**src/rtl/core_ctrl.sv**
```systemverilog
// Multicycle control FSM: FETCH/DECODE/EXEC/MEM/WB/TRAP sequencing plus a retired-instruction counter.
// Latency: branch 3, ALU 4, store 4, load 5 cycles per instruction with zero-wait memory.
// Backpressure: FETCH and MEM hold while mem_ack=0; mem_ack is ignored when no request is raised.

`ifndef IMM_SEL_WIDTH
`define IMM_SEL_WIDTH 2
`endif
`ifndef IMM_SEL_I
`define IMM_SEL_I 0
`endif
`ifndef IMM_SEL_S
`define IMM_SEL_S 1
`endif
`ifndef IMM_SEL_B
`define IMM_SEL_B 2
`endif

module core_ctrl #(
  parameter int IMM_SEL_WIDTH = `IMM_SEL_WIDTH,
  parameter int CNT_WIDTH     = 32
) (
  input  logic                     clk,
  input  logic                     rst,
  input  logic [31:0]              instr,
  input  logic                     mem_ack,
  input  logic                     br_cond,
  output logic                     ir_we,
  output logic                     pc_we,
  output logic                     pc_sel,
  output logic [IMM_SEL_WIDTH-1:0] imm_sel,
  output logic                     alu_src_b,
  output logic                     rf_we,
  output logic                     wb_sel,
  output logic                     mem_req,
  output logic                     mem_we,
  output logic                     mem_addr_sel,
  output logic                     illegal,
  output logic [2:0]               state,
  output logic [CNT_WIDTH-1:0]     retired
);

  localparam logic [IMM_SEL_WIDTH-1:0] IMM_I = IMM_SEL_WIDTH'(`IMM_SEL_I);
  localparam logic [IMM_SEL_WIDTH-1:0] IMM_S = IMM_SEL_WIDTH'(`IMM_SEL_S);
  localparam logic [IMM_SEL_WIDTH-1:0] IMM_B = IMM_SEL_WIDTH'(`IMM_SEL_B);

  localparam logic [6:0] OP_R      = 7'b0110011;
  localparam logic [6:0] OP_I      = 7'b0010011;
  localparam logic [6:0] OP_LOAD   = 7'b0000011;
  localparam logic [6:0] OP_STORE  = 7'b0100011;
  localparam logic [6:0] OP_BRANCH = 7'b1100011;

  typedef enum logic [2:0] {
    FETCH  = 3'd0,
    DECODE = 3'd1,
    EXEC   = 3'd2,
    MEM    = 3'd3,
    WB     = 3'd4,
    TRAP   = 3'd5
  } state_t;

  state_t state_q, state_d;
  logic   illegal_q;
  logic   is_r, is_i, is_ld, is_st, is_br, legal;

  assign is_r  = (instr[6:0] == OP_R);
  assign is_i  = (instr[6:0] == OP_I);
  assign is_ld = (instr[6:0] == OP_LOAD);
  assign is_st = (instr[6:0] == OP_STORE);
  assign is_br = (instr[6:0] == OP_BRANCH);
  assign legal = is_r | is_i | is_ld | is_st | is_br;

  always_comb begin
    state_d      = state_q;
    ir_we        = 1'b0;
    pc_we        = 1'b0;
    pc_sel       = 1'b0;
    imm_sel      = IMM_I;
    alu_src_b    = 1'b0;
    rf_we        = 1'b0;
    wb_sel       = 1'b0;
    mem_req      = 1'b0;
    mem_we       = 1'b0;
    mem_addr_sel = 1'b0;

    if (state_q inside {DECODE, EXEC, MEM, WB}) begin
      if (is_st)      imm_sel = IMM_S;
      else if (is_br) imm_sel = IMM_B;
    end

    case (state_q)
      FETCH: begin
        mem_req = 1'b1;
        if (mem_ack) begin
          ir_we   = 1'b1;
          state_d = DECODE;
        end
      end
      DECODE: state_d = legal ? EXEC : TRAP;
      EXEC: begin
        alu_src_b = is_i | is_ld | is_st;
        if (is_br) begin
          pc_we   = 1'b1;
          pc_sel  = br_cond;
          state_d = FETCH;
        end else if (is_r | is_i) begin
          state_d = WB;
        end else begin
          state_d = MEM;
        end
      end
      MEM: begin
        mem_req      = 1'b1;
        mem_addr_sel = 1'b1;
        mem_we       = is_st;
        alu_src_b    = 1'b1;
        if (mem_ack) begin
          if (is_st) begin
            pc_we   = 1'b1;
            state_d = FETCH;
          end else begin
            state_d = WB;
          end
        end
      end
      WB: begin
        rf_we   = |instr[11:7];
        wb_sel  = is_ld;
        pc_we   = 1'b1;
        state_d = FETCH;
      end
      TRAP:    state_d = TRAP;
      default: state_d = FETCH;
    endcase

    // Reset kills every strobe in the same cycle so an in-flight access cannot complete.
    if (rst) begin
      ir_we        = 1'b0;
      pc_we        = 1'b0;
      pc_sel       = 1'b0;
      alu_src_b    = 1'b0;
      rf_we        = 1'b0;
      wb_sel       = 1'b0;
      mem_req      = 1'b0;
      mem_we       = 1'b0;
      mem_addr_sel = 1'b0;
    end
  end

  always_ff @(posedge clk) begin
    if (rst) begin
      state_q   <= FETCH;
      illegal_q <= 1'b0;
      retired   <= '0;
    end else begin
      state_q <= state_d;
      if (state_q == DECODE && !legal) illegal_q <= 1'b1;
      if (pc_we) retired <= retired + CNT_WIDTH'(1);
    end
  end

  assign illegal = illegal_q;
  assign state   = state_q;

endmodule

```
**config.mk**
```make
export PLATFORM = sky130hd
export DESIGN_NAME = core_ctrl
export DESIGN_NICKNAME = d
export VERILOG_FILES = /design/src/rtl/core_ctrl.sv
export SDC_FILE = /design/constraint.sdc
export NUM_CORES = 1
export LEC_CHECK = 0
export BUFFER_PORTS_ARGS = -buffer_cell sky130_fd_sc_hd__buf_2
export CORE_MARGIN = 1.5
export CORE_UTILIZATION = 45
export DETAILED_ROUTE_END_ITERATION = 6
export PLACE_DENSITY_LB_ADDON = 0.05
export REMOVE_ABC_BUFFERS = 1
export SYNTH_ARGS = -nofsm -noshare
export SYNTH_HDL_FRONTEND = slang
export SYNTH_SLANG_ARGS = --single-unit
```
**constraint.sdc**
```tcl
create_clock -name clk -period 2.1 [get_ports clk]
set_clock_uncertainty 0.15 [all_clocks]
set_input_delay 0.21 -clock clk [delete_from_list [all_inputs] [get_ports clk]]
set_output_delay 0.21 -clock clk [all_outputs]
set_load 0.005 [all_outputs]
```
==> out/metrics.csv, run 1 <==
stage,metric,value,unit
setup_path,worst reg2reg path depth,6,
cells_and_area,Final #Nets,385,
clock_network,clock tree from TritonCTS,yes,
floorplan,initial core utilization,0.473,
setup_path,crit end category,flop,
setup_path,critical path class,flop to flop,
cells_and_area,most frequent cells in the layout,"62 x buf_2, 34 x dfxtp_1, 28 x buf_4",
power,Max VDD drop,0.297,mV
logic_synthesis,"Distinct cells, synth",52,
timing,Worst Max-Slew Pin Slew,0.384,ns
floorplan,core area,4790,sq um
cells_and_area,fill count,453,
timing,Peak Freq,0.488,GHz
hold_path,min-delay worst type,input port to flop,
route,DRC,0,
place,IO buf count,62,
grt,vias in the first global route,2032,
logic_synthesis,Synth Flop Type,dfxtp_1,
power,Power Dens Cells,460,nW/um^2
cells_and_area,n_diodes,0,
clock_network,CTS Buffer Depth,2,
route,initial drt markers,137,
cells_and_area,utilization after layout,0.619,
route,Routed WL per cell,14.2,um
setup_path,CP Buf/Inv Count,2,
place,pre-CTS setup slack,0.00561,ns
grt,initial antenna violation count,0,
timing,Final Hold Vio Count,0,
route,via count,2370,
setup_path,reg2reg start,state[0]$_SDFFE_PP0P_,
setup_path,Worst path slowest cell,or4_1,
grt,grt total ovfl,0,
setup_path,Worst Setup Start Kind,flop,
logic_synthesis,Post-synth EDFFs,0,
route,post-route ant nets,0,
cells_and_area,FF+latch area,723,sq um
logic_synthesis,Synth Cell Area,2260,sq um
logic_synthesis,post-synthesis instance total,268,
clock_network,H-tree Lvls,2,
flow_run,MaxCap Viol Count,0,
route,drt pass-1 iters,4,
clock_network,Clock Latency Late Sink,0.29,ns
setup_path,slowest cell delay on critical path,0.46,ns
floorplan,Die X,73.9,um
logic_synthesis,synthesized flop and latch total,36,
cells_and_area,"most common cell after layout, fill and taps aside",buf_2,
setup_path,crit-path cells,or3b_1 > o31a_1 > buf_4 > clkbuf_16 > or4_1 > a21oi_1,
timing,Final WS setup,0.0491,ns
place,post-detail-place hpwl,4.07,mm
grt,GRT Total Usage,0.221,
setup_path,Top delay family on crit path,simple AND/OR/NAND/NOR gates,
clock_network,root buf cell,clkbuf_8,
clock_network,cts bufs inserted,5,
route,vias per cell,5.71,
timing,Slew headroom,0.741,
setup_path,WP data arrival,2.13,ns
floorplan,row count,25,
floorplan,I/O Pins,83,
floorplan,die area,5460,sq um
setup_path,WP data required,2.17,ns
power,Pleak,1.23,nW
route,DRT Wirelength,5.89,mm
hold_path,worst hold stages,2,
setup_path,CP Max Fanout,24,
timing,Final setup viols,0,
logic_synthesis,Yosys warning total,0,
grt,global-route wire length before repair,9.55,mm
timing,RSZ-0062 raised after global routing,no,
hold_path,Hold Crit Start,mem_ack,
cells_and_area,Area growth syn-to-layout,31.0,%
logic_synthesis,Mapped Avg Cell Area,8.44,sq um
timing,clock period minus worst slack,2.05,ns
place,Placer Congestion,0.873,
grt,largest net degree at the start of global routing,50,
clock_network,Clock Pin Slew Worst Setup and Hold Paths,0.07,ns
timing,crit share post-route,0.977,
setup_path,Critical Path Stages,6,
clock_network,Post-CTS Hold Buffers,0,
logic_synthesis,Post-synth ARST share,0,
logic_synthesis,sequential share of the synthesized area,0.319,
clock_network,Sink Count,36,
cells_and_area,share of layout cells above drive strength 1,0.374,
run_status,outcome,completed,
cells_and_area,multi-input combinational cell area,1460,sq um
timing,Max Slew Vio Count,0,
setup_path,Worst Setup SP,state[0]$_SDFFE_PP0P_,
floorplan,Die Y-Extent,73.9,um
-- per-layer routing --
layer | share of wire | track usage | routed length [um]
met2 | 0.46 | 0.328 | 2690
met3 | 0.050 | 0.0453 | 296
met1 | 0.49 | 0.329 | 2860
met5 | 0 | 0 | 0
met4 | 0.0085 | 0.0494 | 50
-- final timing paths --
check | to | slack (ns)
hold / removal | state[1]$_SDFFE_PP0P_ | 0.05
setup / recovery | retired[7]$_SDFFE_PP0P_ | 0.05
hold reg to reg | illegal$_SDFFE_PP0P_ | 0.32
setup reg to reg | retired[7]$_SDFFE_PP0P_ | 0.05
-- sequential cells by signal, indices dropped and copies added (netlist names) --
name / flops
illegal: 1
state: 3
retired: 32
-- logic make-up after synthesis --
group,Yosys count,share of synthesized area
flops,36,0.319
buf+inv,28,0.0625
compound gates,55,0.173
mux,16,0.0791
xor+xnor,1,0.00387
fa+ha+maj,1,0.00553
simple gates,131,0.357
-- where the power goes --
part           switching (mW)  internal [mW]
sequential            0.00542          0.689
combinational           0.110         0.0825
clock                   0.251          0.226
-- what timing repair did --
item                                    in CTS  in global routing
endpoints found under the setup margin       1                 16
cloned                                       0                  1
resized for setup                            2                 10
buffers inserted                             0                  1
-- cell type report --
cell class | instances | share of cell area
Tap cell | 67 | 0.0283
Clock inverter | 1 | 0.00169
Clock buffer | 6 | 0.0245
Multi-Input combinational cell | 204 | 0.494
Inverter | 8 | 0.0101
Sequential cell | 36 | 0.244
Timing Repair Buffer | 93 | 0.198
-- stage by stage --
stage	std cells	instance area (sq um)	setup TNS (ns)	total power [mW]	hold WS, ns
detailed placement	406	2790	0	0.887	0.307
finish	415	2960	0	1.36	0.0519
global placement	406	2790	0	0.885	0.297
CTS	413	2880	0	1.36	0.0400
floorplan	248	2150	-7.52	0.788	0.129
global route	415	2960	0	1.42	0.0666
-- Yosys cell counts, types with 8 or more instances --
cell type	n	area, sq um
dfxtp_1	36	721
nor2_1	22	82.6
a21oi_1	17	85.1
nor2b_1	17	106
nand2_1	12	45.0
nor4_1	12	75.1
nand3_1	11	55.1
o31ai_1	9	67.6
or4_1	9	67.6
buf_2	8	40.0
clkbuf_1	8	30.0
inv_1	8	30.0
mux2_2	8	90.1
No activity file was read; power rests on OpenSTA's default activity.
==> inputs of run 2 (changes only) <==
- CELL_PAD_IN_SITES_DETAIL_PLACEMENT: not set -> 1
- CELL_PAD_IN_SITES_GLOBAL_PLACEMENT: not set -> 1
- CORE_UTILIZATION: 45 -> 32
==> run 2 against run 1 <==
  * Hold slack is essentially flat
  * Non-clock buffer count rose by 10
  * Total power up 13%
  * Clock power is 30% higher
  * Critical endpoint is now retired[30]$_SDFFE_PP0P_
  * Count of clock-buffer cells in the layout fell by 1
  * Final area grew 7.1%
  * Final cell count rose by 9.6%
  * Via count rose by 2.6%
  * Largest power group unchanged
  * Sequential power about the same
  * Wire length rose by 19%
==> out/metrics.csv, run 2 (synthesis results as in run 1) <==
stage,metric,value,unit,change
clock_network,Sink Count,36,,unchanged
clock_network,CTS Buffer Depth,2,,unchanged
place,Placer Congestion,0.830,,-5.0%
timing,Worst Max-Slew Pin Slew,0.380,ns,-0.00397 ns
grt,global-route wire length before repair,11.4,mm,+19%
place,post-detail-place hpwl,5.07,mm,+24%
cells_and_area,"most common cell after layout, fill and taps aside",buf_2,,
cells_and_area,share of layout cells above drive strength 1,0.404,,+0.0303
timing,clock period minus worst slack,2.02,ns,-0.0342 ns
cells_and_area,fin area,3180,sq um,+7.1%
place,Area after DPL,2890,sq um,+3.5%
clock_network,Post-CTS Hold Buffers,0,,unchanged
route,drt pass-1 iters,4,,unchanged
route,vias per cell,5.35,,-6.4%
route,via count,2432,,+2.6%
route,initial drt markers,77,,-44%
grt,vias in the first global route,2398,,+18%
clock_network,Clock Pin Slew Worst Setup and Hold Paths,0.08,ns,about the same
grt,M2 GR Usage,0.310,,-0.0183
setup_path,critical path class,flop to flop,,
timing,Final Hold Vio Count,0,,unchanged
grt,initial antenna violation count,0,,unchanged
grt,met3 Use GR,0.0351,,-0.0102
timing,crit share post-route,0.960,,-0.0163
timing,Final setup viols,0,,unchanged
cells_and_area,most frequent cells in the layout,"62 x buf_2, 36 x buf_4, 35 x dfxtp_1",,
cells_and_area,Top reg by flops,retired,,
setup_path,Worst Setup Start Kind,flop,,
run_status,outcome,completed,,
floorplan,row count,30,,+20%
grt,met1 Usage GRT,0.253,,-0.0761
hold_path,min-delay worst type,input port to flop,,
flow_run,MaxCap Viol Count,0,,unchanged
route,Routed WL per cell,15.5,um,+9.0%
route,DRT Wirelength,7.04,mm,+19%
cells_and_area,Final #Nets,395,,+2.6%
clock_network,clock tree from TritonCTS,yes,,
power,Pleak,1.35,nW,+10%
setup_path,CP Max Fanout,12,,-50%
timing,Final WS setup,0.0833,ns,+0.0342 ns
setup_path,crit end category,flop,,
place,pre-CTS setup slack,-0.0206,ns,-0.0262 ns
place,DP Cell Count,445,,+9.6%
setup_path,WP data arrival,2.05,ns,-0.08 ns
grt,grt total ovfl,0,,unchanged
power,Power Dens Cells,484,nW/um^2,+5.3%
floorplan,die area,7580,sq um,+39%
timing,Max Slew Vio Count,0,,unchanged
cells_and_area,final non-filler cell total,455,,+9.6%
power,Max VDD drop,0.246,mV,-17%
floorplan,core area,6830,sq um,+43%
clock_network,root buf cell,clkbuf_8,,
setup_path,crit-path cells,or3b_4 > o31a_4 > buf_12 > nor4_2 > mux2_2,,
setup_path,slowest cell delay on critical path,0.41,ns,-0.05 ns
clock_network,H-tree Lvls,2,,unchanged
timing,Min Hold Slack,0.0514,ns,-0.000438 ns
clock_network,cts bufs inserted,5,,unchanged
timing,Peak Freq,0.496,GHz,+1.7%
timing,RSZ-0062 raised after global routing,no,,
setup_path,Worst path slowest cell,or3b_4,,
grt,GRT Total Usage,0.189,,-0.0329
floorplan,Die X,87.1,um,+18%
grt,largest net degree at the start of global routing,31,,-38%
cells_and_area,Area growth syn-to-layout,40.4,%,
route,post-route ant nets,0,,unchanged
clock_network,Clock Latency Late Sink,0.29,ns,about the same
setup_path,WP data required,2.13,ns,-0.04 ns
grt,busiest grt layer,met2,,
cells_and_area,max reg flops,32,,unchanged
timing,Slew headroom,0.743,,+0.00268
floorplan,I/O Pins,83,,unchanged
floorplan,initial core utilization,0.331,,-0.142
floorplan,Die Y-Extent,87.1,um,+18%
cells_and_area,n_diodes,0,,unchanged
route,DRC,0,,unchanged
place,IO buf count,62,,unchanged
timing,Setup TNS,0,ns,unchanged
==> run 2: worst max-delay path: cells and delay by family (launching register included) <==
| kind | cells | cell delay [ns] |
|---|---|---|
| AOI/OAI and AO/OA | 1 | 0.17 |
| buffers and inverters | 1 | 0.17 |
| DFF | 1 | 0.36 |
| muxes | 1 | 0.36 |
| and+or+nand+nor | 2 | 0.70 |
==> run 2: what timing repair did <==
item / 4_1_cts / 5_1_grt
cloned: 0 / 2
setup buffers: 0 / 0
resized for setup: 6 / 19
endpoints found under the setup margin: 6 / 26
==> run 2: layer usage <==
| layer | up-vias | wire length [um] |
|---|---|---|
| met5 | - | 0 |
| met4 | 0 | 72 |
| met3 | 6 | 275 |
| met2 | 52 | 3390 |
| met1 | 1177 | 3300 |
| li1 | 1197 | - |
==> run 2: worst paths after layout <==
kind                                       startpoint                        to  slack, ns  cells after the start
worst max-delay path            state[0]$_SDFFE_PP0P_  retired[30]$_SDFFE_PP0P_       0.08                      5
worst min-delay path                          mem_ack     state[1]$_SDFFE_PP0P_       0.05                      2
worst min register to register   illegal$_SDFFE_PP0P_      illegal$_SDFFE_PP0P_       0.32                      1
worst max register to register  state[0]$_SDFFE_PP0P_  retired[30]$_SDFFE_PP0P_       0.08                      5
==> run 2: report_power, final <==
part	leakage, nW	internal (mW)	switching, mW
Combinational	1.00	0.102	0.121
Sequential	0.291	0.688	0.00510
Clock	0.0541	0.352	0.270
==> run 2: area by class of cell <==
| cell class | instances | area (sq um) |
|---|---|---|
| timing repair buffer | 103 | 691 |
| tap | 96 | 120 |
| multi-input combinational | 204 | 1500 |
| clock inverter | 3 | 42.5 |
| inverter | 8 | 30.0 |
| sequential | 36 | 722 |
| clock buffer | 5 | 68.8 |
| fill | 856 | 3660 |
==> run 2: per-stage QoR <==
stage	power (mW)	util
5_1_grt	1.62	0.465
3_3_place_gp	0.900	0.423
6_report	1.54	0.465
3_5_place_dp	0.903	0.423
2_1_floorplan	0.788	-
4_1_cts	1.54	0.444
